--- src/rtl/meter_pkg.sv ---
// Shared types and constants for the seconds countdown meter.
package meter_pkg;

  localparam int CNT_W = 14;
  localparam int BCD_W = 16;

  typedef enum logic {
    EXPIRED = 1'b0,
    RUN     = 1'b1
  } meter_state_e;

  localparam logic [CNT_W-1:0] ADD_SEC    [0:3] = '{14'd60, 14'd120, 14'd180, 14'd300};
  localparam logic [CNT_W-1:0] PRESET_SEC [0:1] = '{14'd15, 14'd150};
  localparam logic [CNT_W-1:0] LOW_WARN_SEC     = 14'd180;

endpackage

--- src/rtl/meter_countdown_if.sv ---
// Request/status bundle between the meter and its controller/display stage.
interface meter_countdown_if;
  import meter_pkg::*;

  logic [3:0]       add_req;
  logic [1:0]       preset_req;
  logic [CNT_W-1:0] count_bin;
  logic [BCD_W-1:0] count_bcd;
  logic             expired;
  logic             low_warn;

  modport master (
    output add_req, preset_req,
    input  count_bin, count_bcd, expired, low_warn
  );

  modport slave (
    input  add_req, preset_req,
    output count_bin, count_bcd, expired, low_warn
  );
endinterface

--- src/rtl/bin2bcd_14.sv ---
// Combinational 14-bit binary to 4-digit BCD conversion (shift-and-add-3).
module bin2bcd_14 (
  input  logic [13:0] bin,
  output logic [15:0] bcd
);

  logic [29:0] scratch;

  // NOTE: every variable assigned in always_comb gets a value first, so no path can infer a latch.
  always_comb begin
    scratch = {16'h0000, bin};
    for (int i = 0; i < 14; i++) begin
      for (int d = 0; d < 4; d++) begin
        if (scratch[14+4*d +: 4] > 4'd4) begin
          scratch[14+4*d +: 4] = scratch[14+4*d +: 4] + 4'd3;
        end
      end
      scratch = scratch << 1;
    end
    bcd = scratch[29:14];
  end

endmodule

--- src/rtl/meter_countdown.sv ---
// Saturating seconds countdown driven by a sampled 1 Hz slow_clk, with binary/BCD outputs.
// Optional low-time warning output enabled by defining METER_LOW_WARN_EN.
module meter_countdown
  import meter_pkg::*;
#(
  parameter int MAX_COUNT   = 9999,
  parameter int SYNC_STAGES = 2
) (
  input  logic clk,
  input  logic rst_n,
  input  logic slow_clk,
  meter_countdown_if.slave bus
);

  localparam logic [CNT_W:0]   SUM_MAX = (CNT_W+1)'(MAX_COUNT);
  localparam logic [CNT_W-1:0] CNT_MAX = CNT_W'(MAX_COUNT);
  localparam logic [CNT_W-1:0] ONE     = CNT_W'(1);

  logic [SYNC_STAGES-1:0] sync_q, sync_d;
  logic                   edge_q, edge_d;
  logic                   tick;
  meter_state_e           state_q, state_d;
  logic [CNT_W-1:0]       count_q, count_d;
  logic [BCD_W-1:0]       bcd_q, bcd_d;
  logic [CNT_W-1:0]       add_val;
  logic [CNT_W:0]         sum;
  logic [CNT_W-1:0]       clamped;

  // slow_clk is only ever treated as data: synchronise, then detect its rising edge.
  always_comb begin
    sync_d = {sync_q[SYNC_STAGES-2:0], slow_clk};
    edge_d = sync_q[SYNC_STAGES-1];
    tick   = sync_q[SYNC_STAGES-1] & ~edge_q;
  end

  always_comb begin
    add_val = '0;
    if (bus.add_req[0])      add_val = ADD_SEC[0];
    else if (bus.add_req[1]) add_val = ADD_SEC[1];
    else if (bus.add_req[2]) add_val = ADD_SEC[2];
    else if (bus.add_req[3]) add_val = ADD_SEC[3];

    // Clamp before any decrement so a saturated add on a tick lands at MAX_COUNT-1.
    sum     = {1'b0, count_q} + {1'b0, add_val};
    clamped = (sum > SUM_MAX) ? CNT_MAX : sum[CNT_W-1:0];

    count_d = count_q;
    if (|bus.preset_req) begin
      count_d = bus.preset_req[1] ? PRESET_SEC[1] : PRESET_SEC[0];
    end else if (|bus.add_req) begin
      count_d = (state_q == RUN && tick) ? clamped - ONE : clamped;
    end else if (tick && state_q == RUN) begin
      count_d = count_q - ONE;
    end

    state_d = (count_d == '0) ? EXPIRED : RUN;
  end

  bin2bcd_14 u_bin2bcd (
    .bin (count_q),
    .bcd (bcd_d)
  );

  // NOTE: sequential state uses non-blocking assignments so every flop samples pre-edge values.
  always_ff @(posedge clk or negedge rst_n) begin
    if (!rst_n) begin
      sync_q  <= '0;
      edge_q  <= 1'b0;
      state_q <= EXPIRED;
      count_q <= '0;
      bcd_q   <= '0;
    end else begin
      sync_q  <= sync_d;
      edge_q  <= edge_d;
      state_q <= state_d;
      count_q <= count_d;
      bcd_q   <= bcd_d;
    end
  end

  assign bus.count_bin = count_q;
  assign bus.count_bcd = bcd_q;
  assign bus.expired   = (state_q == EXPIRED);

`ifdef METER_LOW_WARN_EN
  logic low_warn_q, low_warn_d;

  always_comb begin
    low_warn_d = (count_d != '0) && (count_d < LOW_WARN_SEC);
  end

  always_ff @(posedge clk or negedge rst_n) begin
    if (!rst_n) low_warn_q <= 1'b0;
    else        low_warn_q <= low_warn_d;
  end

  assign bus.low_warn = low_warn_q;
`else
  assign bus.low_warn = 1'b0;
`endif

endmodule
--- src/flat_wrapper.sv ---
// flat-port wrapper written by rule: the top's interface ports become plain ports
module meter_countdown_flat import meter_pkg::*;
#(
  parameter int MAX_COUNT   = 9999,
  parameter int SYNC_STAGES = 2
)
  (clk, rst_n, slow_clk, bus_add_req, bus_preset_req, bus_count_bin, bus_count_bcd, bus_expired, bus_low_warn);
  meter_countdown_if bus_i ();
  input  logic clk;
  input  logic rst_n;
  input  logic slow_clk;
  input wire logic [$bits(bus_i.add_req)-1:0] bus_add_req;
  input wire logic [$bits(bus_i.preset_req)-1:0] bus_preset_req;
  output wire logic [$bits(bus_i.count_bin)-1:0] bus_count_bin;
  output wire logic [$bits(bus_i.count_bcd)-1:0] bus_count_bcd;
  output wire logic [$bits(bus_i.expired)-1:0] bus_expired;
  output wire logic [$bits(bus_i.low_warn)-1:0] bus_low_warn;
  assign bus_i.add_req = bus_add_req;
  assign bus_i.preset_req = bus_preset_req;
  assign bus_count_bin = bus_i.count_bin;
  assign bus_count_bcd = bus_i.count_bcd;
  assign bus_expired = bus_i.expired;
  assign bus_low_warn = bus_i.low_warn;
  meter_countdown #(.MAX_COUNT(MAX_COUNT), .SYNC_STAGES(SYNC_STAGES)) u_core (.clk(clk), .rst_n(rst_n), .slow_clk(slow_clk), .bus(bus_i));
endmodule
--- config.mk ---
export PLATFORM = sky130hd
export DESIGN_NAME = meter_countdown_flat
export DESIGN_NICKNAME = d
export VERILOG_FILES = /design/src/rtl/meter_pkg.sv /design/src/rtl/meter_countdown_if.sv /design/src/rtl/bin2bcd_14.sv /design/src/rtl/meter_countdown.sv /design/src/flat_wrapper.sv
export SDC_FILE = /design/constraint.sdc
export NUM_CORES = 1
export LEC_CHECK = 0
export CAP_MARGIN = 10
export CORE_MARGIN = 3
export CORE_UTILIZATION = 50
export CTS_CLUSTER_DIAMETER = 120
export DETAILED_ROUTE_END_ITERATION = 8
export PLACE_DENSITY = 0.71
export SYNTH_ARGS = -nofsm -noshare
export SYNTH_HDL_FRONTEND = slang
export SYNTH_HIERARCHICAL = 1
export SYNTH_SLANG_ARGS = --single-unit
--- constraint.sdc ---
create_clock -name clk -period 12.9 [get_ports clk]
set_clock_uncertainty 0.05 [all_clocks]
set_input_delay 3.87 -clock clk [delete_from_list [all_inputs] [get_ports clk]]
set_output_delay 3.87 -clock clk [all_outputs]
set_load 0.005 [all_outputs]
## Word level (Yosys, flattened, before mapping)

Cells that the tools add are included.

- Output and inout port bits: 32
- Bits in registers: 34
- Word-level logic and storage cells: 165

- Add/sub/neg operators: 49
- Multiplexer cells: 57
- $lt $le $gt $ge: 47
- Bitwise operators: 3
- Reduce and logical (&&, ||, !) cells: 4

Operators with widths:

| operator | count |
|---|---|
| > comparator 4 x 3 -> 1 bit, second input constant | 42 |
| adder 4 x 2 -> 4 bit, second input constant | 33 |
| 2-to-1 mux 4 bit | 33 |
| 2-to-1 mux 14 bit | 8 |
| 2-to-1 mux 3 bit | 13 |
| subtractor 14 x 1 -> 14 bit, second input constant | 2 |
| adder 3 x 2 -> 3 bit, second input constant | 9 |
| adder 14 x 14 -> 15 bit | 1 |
| > comparator 15 x 14 -> 1 bit, second input constant | 1 |
| logical NOT 14 bit | 1 |
| adder 1 x 2 -> 3 bit, both inputs constant | 3 |
| > comparator 1 x 3 -> 1 bit, both inputs constant | 3 |
| 2-to-1 mux 9 bit | 1 |
| 2-to-1 mux 8 bit | 1 |
| OR reduction 4 bit | 1 |
| adder 1 x 2 -> 3 bit, second input constant | 1 |
| > comparator 1 x 3 -> 1 bit, second input constant | 1 |
| inverter 1 bit | 2 |
| OR reduction 2 bit | 1 |
| bitwise AND 1 bit | 1 |
| logical AND 1 bit | 1 |
| 2-to-1 mux 1 bit | 1 |

## Logic depth before layout (Yosys ltp)

Gate-level depths: netlist of the first run.

- Word-level depth: 26
- Gate-level depth with buffers: 37

## By module

The synthesis of the first run kept the hierarchy.

By module, submodules not included:

| module | cells an instance | seq. area each (sq um) | area each (sq um) | instances |
|---|---|---|---|---|
| bin2bcd_14 | 492 | 0.0 | 3435.8 | 1 |
| meter_countdown | 271 | 850.8 | 2463.6 | 1 |

## Worst setup path before layout of the first run

No wires, ideal clock.

- Kind: input to register
- Start point: in bus_add_req[0]
- End point: reg u_core.state_q
- Required time: 12.711 ns
- Buffers on the path: 2
- Stages on the path: 24
- Setup slack: 4.231 ns
- Setup time: 0.139 ns
- Data arrival time: 8.480 ns
- Cell sequence: nor2_1 > nand2_1 > nor2_1 > inv_1 > clkbuf_1 > ha_1 > or2_2 > o211ai_2 > a21boi_1 > xnor2_1 > o32ai_2 > and2_4 > buf_6 > nor2_1 > ha_1 > nand4b_1 > nor3_1 > o21ai_0 > or3_2 > xnor2_1 > o31ai_1 > o22ai_1 > or4_1 > or4b_1

- Longest elaborated chain between the ends: 10
- Elaborated cells on any way between the ends: 11

RTL lines:

| element | RTL line | RTL |
|---|---|---|
| start, declared | flat_wrapper.sv:12 | `input wire logic [$bits(bus_i.add_req)-1:0] bus_add_req;` |
| 2-to-1 mux 14 bit | meter_countdown.sv:38 | `if (bus.add_req[0]) add_val = ADD_SEC[0];` |
| adder 14 x 14 -> 15 bit | meter_countdown.sv:44 | `sum = {1'b0, count_q} + {1'b0, add_val};` |
| > comparator 15 x 14 -> 1 bit | meter_countdown.sv:45 | `clamped = (sum > SUM_MAX) ? CNT_MAX : sum[CNT_W-1:0];` |
| 2-to-1 mux 14 bit | meter_countdown.sv:45 |  |
| subtractor 14 x 1 -> 14 bit | meter_countdown.sv:51 | `count_d = (state_q == RUN && tick) ? clamped - ONE : clamped;` |
| 2-to-1 mux 14 bit | meter_countdown.sv:51 |  |
| 2-to-1 mux 14 bit * | meter_countdown.sv:50 | `end else if (\|bus.add_req) begin` |
| 2-to-1 mux 14 bit * | meter_countdown.sv:48 | `if (\|bus.preset_req) begin` |
| logical NOT 14 bit * | meter_countdown.sv:56 | `state_d = (count_d == '0) ? EXPIRED : RUN;` |
| 2-to-1 mux 1 bit * | meter_countdown.sv:56 |  |
| named net u_core.state_d | meter_countdown.sv:22 | `meter_state_e state_q, state_d;` |
| end signal, assigned | meter_countdown.sv:75 | `state_q <= state_d;` |
| end, declared | meter_countdown.sv:22 |  |

The timed path passes the listed nets; every way through them passes the cells marked *.

## Worst setup path in the final report of the first run

Same ends and word-level chain as after synthesis.

==> results of run 1 <==
[per-stage QoR]
stage | area, um2 | cells | hold WS [ps] | utilization [%] | worst slack (ps)
floorplan | 5900 | 763 | 281 | - | 4230
global route | 6450 | 916 | 320 | 56.3 | 2850
finish | 6450 | 916 | 299 | 56.3 | 3290
detailed placement | 6260 | 908 | 289 | 54.6 | 3090
CTS | 6450 | 916 | 303 | 56.3 | 3360
global placement | 6260 | 908 | 289 | 54.6 | 3350
[power by group through the flow]
stage               registers [uW]  logic, uW  clock network, uW
finish                         151        488                155
global route                   154        543                164
CTS                            151        489                158
detailed placement             152        485                  0
global placement               152        470                  0
floorplan                      145        381                  0
[metal layers]
metal  GRT usage, %  vias to the layer above
met2           37.6                      245
met5              0                        -
li1               -                     2878
met3           2.80                       19
met4           4.28                        0
met1           33.1                     2819
[flip-flops by register name, indices dropped and copies added (netlist names)]
register	flops
u_core/bus.count_bin	14
u_core/sync_q	2
u_core/edge_q	1
u_core/state_q	1
u_core/bus.count_bcd	16
[cell usage in the layout (no fill, tap or decap), types with 5 or more instances in the layout]
| cell | instances |
|---|---|
| clkbuf_16 | 5 |
| a31oi_1 | 9 |
| a211o_1 | 5 |
| a2111oi_0 | 6 |
| a21oi_1 | 43 |
| nor2_1 | 80 |
| a32o_1 | 6 |
| nor4_1 | 7 |
| dfrtp_1 | 34 |
| o211ai_1 | 13 |
| or2_2 | 8 |
| a21o_1 | 7 |
| inv_1 | 39 |
| nand2_1 | 69 |
| mux2_2 | 7 |
| a211oi_1 | 10 |
| nand3b_1 | 5 |
| nor3_1 | 21 |
| o22ai_1 | 6 |
| clkdlybuf4s50_1 | 39 |
| mux2i_1 | 14 |
| o21ai_1 | 8 |
| o21a_1 | 7 |
| o21ai_0 | 26 |
| o221ai_1 | 6 |
| xor2_1 | 13 |
| and3_1 | 5 |
| nand3_1 | 29 |
| xnor2_1 | 33 |
| and2_1 | 7 |
| nand2b_1 | 7 |
| ha_1 | 32 |
| nand4_1 | 7 |
| nor2b_1 | 9 |
| a21oi_2 | 5 |
[worst max-delay path by stage]
stage                              start  slack [ps]             end  cells after the start
after global placement    bus_add_req[0]        3350  u_core/state_q                     24
after global routing      bus_add_req[0]        2850  u_core/state_q                     24
final                     bus_add_req[0]        3290  u_core/state_q                     24
after CTS                 bus_add_req[0]        3360  u_core/state_q                     24
after detailed placement  bus_add_req[0]        3090  u_core/state_q                     24
after floorplan           bus_add_req[0]        4230  u_core/state_q                     24
[critical path: cells and delay by family]
kind	cells	cell delay, ps
AOI/OAI and AO/OA	6	1220
xor gates and xnor gates	2	510
adders and majority gates	2	450
buffers and inverters	3	910
and+or+nand+nor	11	2750
[cell families after synthesis]
kind of cell,count (synthesis)
other cells,1
flops,34
simple gates,292
buf+inv,80
xor+xnor,50
compound gates,247
fa+ha+maj,34
mux,25
[layout make-up]
type / instances / share of cell area [%]
inverter: 40 / 2.33
timing repair buffer: 42 / 6.40
multi-input combinational: 649 / 72.3
tap: 143 / 2.77
sequential: 34 / 13.2
clock buffer: 5 / 1.94
clock inverter: 3 / 1.07
==> out/qor.yml, run 1 <==
outcome: "finished, final reports clean"
p_seq_share_pct: 19.0
fmax_ghz: 0.104
synth_edf_count: 0
synth.area.top_cells: "dfrtp_1 (14%), ha_1 (6.8%), nor2_1 (5.1%), xnor2_1 (4.9%), nand2_1 (4.4%)"
combPwrFrac_pct: 61.5
fp.dieW_um: 115
cts_buffer_depth: 2
r2r_slack_ps: 4440
whs_endpoint: "u_core/sync_q[1]"
synthesis.nets: 805
tns_ps: 0
drv_slew: 0
yosysTopAreaCellShare_pct: 14.4
totalWireLength_um: 15400
drt-met1-wl_um: 7130
grt_pass1_wl_um: 25800
rr_startpoint: "u_core/bus.count_bin[11]"
peakVddDrop_mv: 0.187
cts_buffers: 5
fin_crit_sh_pct: 74.5
netlist_instances: 763
leakage_uw: 0.00251
met2_length_um: 7180
hold_viol: 0
p_switching_uw: 324
p_int_uw: 470
clock_sinks: 34
synthAdderAreaFrac_pct: 7.30
dr.pass1.iters: 6
portBuffers: 39
total_power_uw: 794
p_sw_share_pct: 40.8
path_class: "input port to flop"
clk_transition_reported_paths_ps: 60
dieArea_um2: 13100
worst_pin_slew_ps: 1120
synth_seq_cells: 34
crit_path_end_kind: "flop"
min_path_cells: 0
via_per_inst: 6.51
grtUsageTotal_pct: 23.1
ant_nets: 0
post_cts_buffers: 0
dp_hpwl_um: 11700
final_nets: 814
top_layer_used: "met4"
yosysMostFrequentCell: "nor2_1"
cp_slowest_cell: "or4b_1"
min_path_type: "flop to flop"
synthArstFlopShare_pct: 100
postCtsHoldBufs: 0
clockPowerShare_pct: 19.6
worst-r2r-cell-count: 31
fin_crit_ps: 9610
synthFlopType: "dfrtp_1"
rsz0062_at_grt: "false"
rows: 39
grt_overflow: 0
seq_area_um2: 851
crit_fanout: 20
initial_core_util_pct: 51.4
drc: 0
synthTopCellsByCount: "nor2_1 (80), nand2_1 (69), a21oi_1 (43)"
wl_per_cell_um: 16.8
htreeDepth: 2
cts_root_buffer: "clkbuf_16"
cts_resized: 0
finalSetupViolCount: 0
cp.arrival_ps: 9700
vias: 5961
yosys_warnings: 6
max_stage_delay_ps: 470
startpoint_type: "input port"
syn_area_per_cell_um2: 7.73
yosysTopAreaCell: "dfrtp_1"
synth_compound_area_share_pct: 33.9
ys_types: 118
yosysSeqAreaShare_pct: 14.4
multiInputGateArea_um2: 4670
synthMuxAreaShare_pct: 4.64
synth_top_family_by_area: "compound AO/OA/AOI/OAI gates"
syn-cell-area_um2: 5900
n_fill_cell: 1035
cts_tree: "built"
antenna_cells: 0
maxCapViolCount: 0
synthSimpleGateAreaFrac_pct: 25.2
pin_count: 41
antenna_found_initial: 0
powerDensity_nw_per_um2: 123
grt_max_degree: 35
min-delay-start: "u_core/sync_q[0]"
cp_cell_sequence: "clkdlybuf4s50_1 -> nor2_1 -> nand2_1 -> nor2_1 -> buf_4 -> inv_1 -> ha_1 -> or2_1 -> o211ai_2 -> a21boi_1 -> xnor2_1 -> o32ai_2 -> and2_4 -> nor2_1 -> ha_1 -> nand4b_1 -> nor3_1 -> o21ai_0 -> or3_2 -> xnor2_1 -> o31ai_1 -> o22ai_1 -> or4_1 -> or4b_1"
synth_xor_area_share_pct: 8.04
routed-wl-met3_um: 881
grt_pass1_vias: 5307
crit_top_cell: "nor2_1"
syn_to_final_growth_pct: 9.40
worst-endpoint-required_ps: 12990
clock_latency_ps: 280
r2r_end: "u_core/bus.count_bcd[10]"
drive_gt1_share_pct: 11.6
slew_headroom_pct: 25.1
drtIter0Drc: 731
coreArea_um2: 11500
die_h_um: 115
gp_congestion: 0.962
Power figures use the tool's default switching activity.
==> run 2: changes to the inputs <==
==> constraint.sdc (replaced) <==
create_clock -name clk -period 10 [get_ports clk]
set_clock_uncertainty 0.05 [all_clocks]
set_input_delay 3 -clock clk [delete_from_list [all_inputs] [get_ports clk]]
set_output_delay 3 -clock clk [all_outputs]
set_load 0.005 [all_outputs]
==> run 2 against run 1 <==
Against the previous run: sequential cell count unchanged; clock power up 28%; non-clock buffer count unchanged; largest cell class unchanged; first-iteration DRC count down 4.4%; utilization unchanged; sequential share of layout area unchanged; sequential power up 29%; combinational power up 30%; critical endpoint unchanged; hold slack better by 5.1 ps; critical path type unchanged; largest power group unchanged; critical path depth unchanged; routed wire length up 1.6%; die area unchanged.
==> out/qor.yml, run 2 (synthesis results as in run 1) <==
outcome: "finished, final reports clean"  # unchanged
powerDensity_nw_per_um2: 159  # was 123 nW/um2
startpoint_type: "input port"  # unchanged
syn_to_final_growth_pct: 9.40  # unchanged
peakVddDrop_mv: 0.216  # was 0.187 mV
final_common_cell: "nor2_1"  # unchanged
leakage_uw: 0.00251  # unchanged
grt_max_degree: 35  # unchanged
mostFrequentLayoutCells: "nor2_1 (80), nand2_1 (69), a21oi_1 (43)"  # unchanged
cts_buffer_depth: 2  # unchanged
hold_ws_ps: 304  # was 299 ps
path_class: "input port to flop"  # unchanged
crit_path_end_kind: "flop"  # unchanged
ant_nets: 0  # unchanged
p_sw_share_pct: 41.1  # was 40.8%
drc: 0  # unchanged
tns_ps: 0  # unchanged
portBuffers: 39  # unchanged
cts_root_buffer: "clkbuf_16"  # unchanged
largest_reg_flops: 16  # unchanged
slew_headroom_pct: 28.2  # was 25.1%
drv_slew: 0  # unchanged
max_stage_delay_ps: 470  # about the same
critical_path.top_delay_family: "simple AND/OR/NAND/NOR gates"  # unchanged
grt_pass1_vias: 5588  # was 5,307
cts_buffers: 5  # unchanged
drive_gt1_share_pct: 11.6  # unchanged
crit_fanout: 20  # unchanged
vias: 5951  # was 5,961
antenna_cells: 0  # unchanged
coreArea_um2: 11500  # unchanged
p_int_uw: 606  # was 470 uW
clock_sinks: 34  # unchanged
totalWireLength_um: 15600  # was 15,400 um
dp.cells: 908  # unchanged
total_power_uw: 1030  # was 794 uW
worst-endpoint-required_ps: 10090  # was 12,990 ps
stdcell_count: 916  # unchanged
initial_core_util_pct: 51.4  # unchanged
postCtsHoldBufs: 0  # unchanged
dieArea_um2: 13100  # unchanged
cp_slowest_cell: "clkdlybuf4s50_1"  # was or4b_1
post-route-util_pct: 56.3  # unchanged
fp.dieW_um: 115  # unchanged
rows: 39  # unchanged
clockPowerShare_pct: 19.4  # was 19.6%
die_h_um: 115  # unchanged
maxCapViolCount: 0  # unchanged
fin_crit_sh_pct: 87.3
fin_crit_ps: 8730
finalSetupViolCount: 0  # unchanged
path_buf_inv: 3  # unchanged
final_nets: 814  # unchanged
drtIter0Drc: 699  # was 731
cts_resized: 0  # unchanged
grt_pass1_wl_um: 26500  # was 25,800 um
grtUsageTotal_pct: 23.7  # was 23.1%
cp_cell_sequence: "clkdlybuf4s50_1 -> nor2_1 -> nand2_1 -> nor2_1 -> buf_4 -> inv_1 -> ha_1 -> or2_1 -> o211ai_2 -> a21boi_1 -> xnor2_1 -> o32ai_2 -> and2_4 -> nor2_1 -> ha_1 -> nand4b_1 -> nor3_1 -> o21ai_0 -> or3_2 -> xnor2_1 -> o31ai_1 -> o22ai_1 -> or4_1 -> or4b_1"  # unchanged
worst_pin_slew_ps: 1080  # was 1120 ps
wl_per_cell_um: 17.1  # was 16.8 um
hold_viol: 0  # unchanged
dp_hpwl_um: 11700  # about the same
via_per_inst: 6.50  # was 6.51
min_path_type: "flop to flop"  # unchanged
clk_transition_reported_paths_ps: 60  # about the same
antenna_found_initial: 0  # unchanged
p_switching_uw: 422  # was 324 uW
dr.pass1.iters: 5  # was 6
combPwrFrac_pct: 61.6  # was 61.5%
p_seq_share_pct: 19.0  # about the same
pin_count: 41  # unchanged
fmax_ghz: 0.115
cp.arrival_ps: 8830  # was 9700 ps
clock_latency_ps: 270  # was 280 ps
gp_congestion: 0.948  # was 0.962
grt_overflow: 0  # unchanged
cts_tree: "built"  # unchanged
post_cts_buffers: 0  # unchanged
crit_top_cell: "nor2_1"  # unchanged
rsz0062_at_grt: "false"  # unchanged
htreeDepth: 2  # unchanged
run 2: cell counts in the layout (fill, tap and decap cells not counted):
Identical to the previous run, type by type.
run 2: metal layers:
layer  wire length (um)  track usage (%)  vias to the layer above
met4                269             6.49                        0
met5                  0                0                        -
met2               7230             38.6                      209
met3                929             4.39                       26
met1               7190             32.0                     2844
li1                   -                -                     2872
run 2: cell type report:
| cell class | instances | area, um2 |
|---|---|---|
| tap | 143 | 179 |
| clock inverter | 3 | 68.8 |
| fill | 1054 | 5010 |
| clock buffer | 5 | 125 |
| inverter | 40 | 150 |
| timing repair buffer | 42 | 413 |
| sequential | 34 | 851 |
| multi-input combinational | 649 | 4670 |
run 2: worst paths after layout:
path                       slack [ps]  cells past startpoint                  endpoint                startpoint
max reg2reg                      1420                     31  u_core/bus.count_bcd[10]  u_core/bus.count_bin[11]
max                              1270                     24            u_core/state_q            bus_add_req[0]
max in group asynchronous        6500                      2            u_core/state_q                     rst_n
min                               300                      0          u_core/sync_q[1]          u_core/sync_q[0]
min in group asynchronous        3070                      2  u_core/bus.count_bcd[13]                     rst_n
min reg2reg                       300                      0          u_core/sync_q[1]          u_core/sync_q[0]
run 2: through the flow:
step / worst slack [ps] / instance area, um2
after floorplan: 2200 / 5900
after global placement: 1340 / 6260
after detailed placement: 1110 / 6260
after CTS: 1370 / 6450
after global routing: 585 / 6450
final: 1270 / 6450
run 2: power groups by stage:
stage | Combinational, uW | Clock [uW] | Sequential (uW)
2_1_floorplan | 491 | 0 | 187
3_3_place_gp | 605 | 0 | 196
3_5_place_dp | 624 | 0 | 197
4_1_cts | 632 | 205 | 195
5_1_grt | 703 | 211 | 198
6_report | 633 | 199 | 195
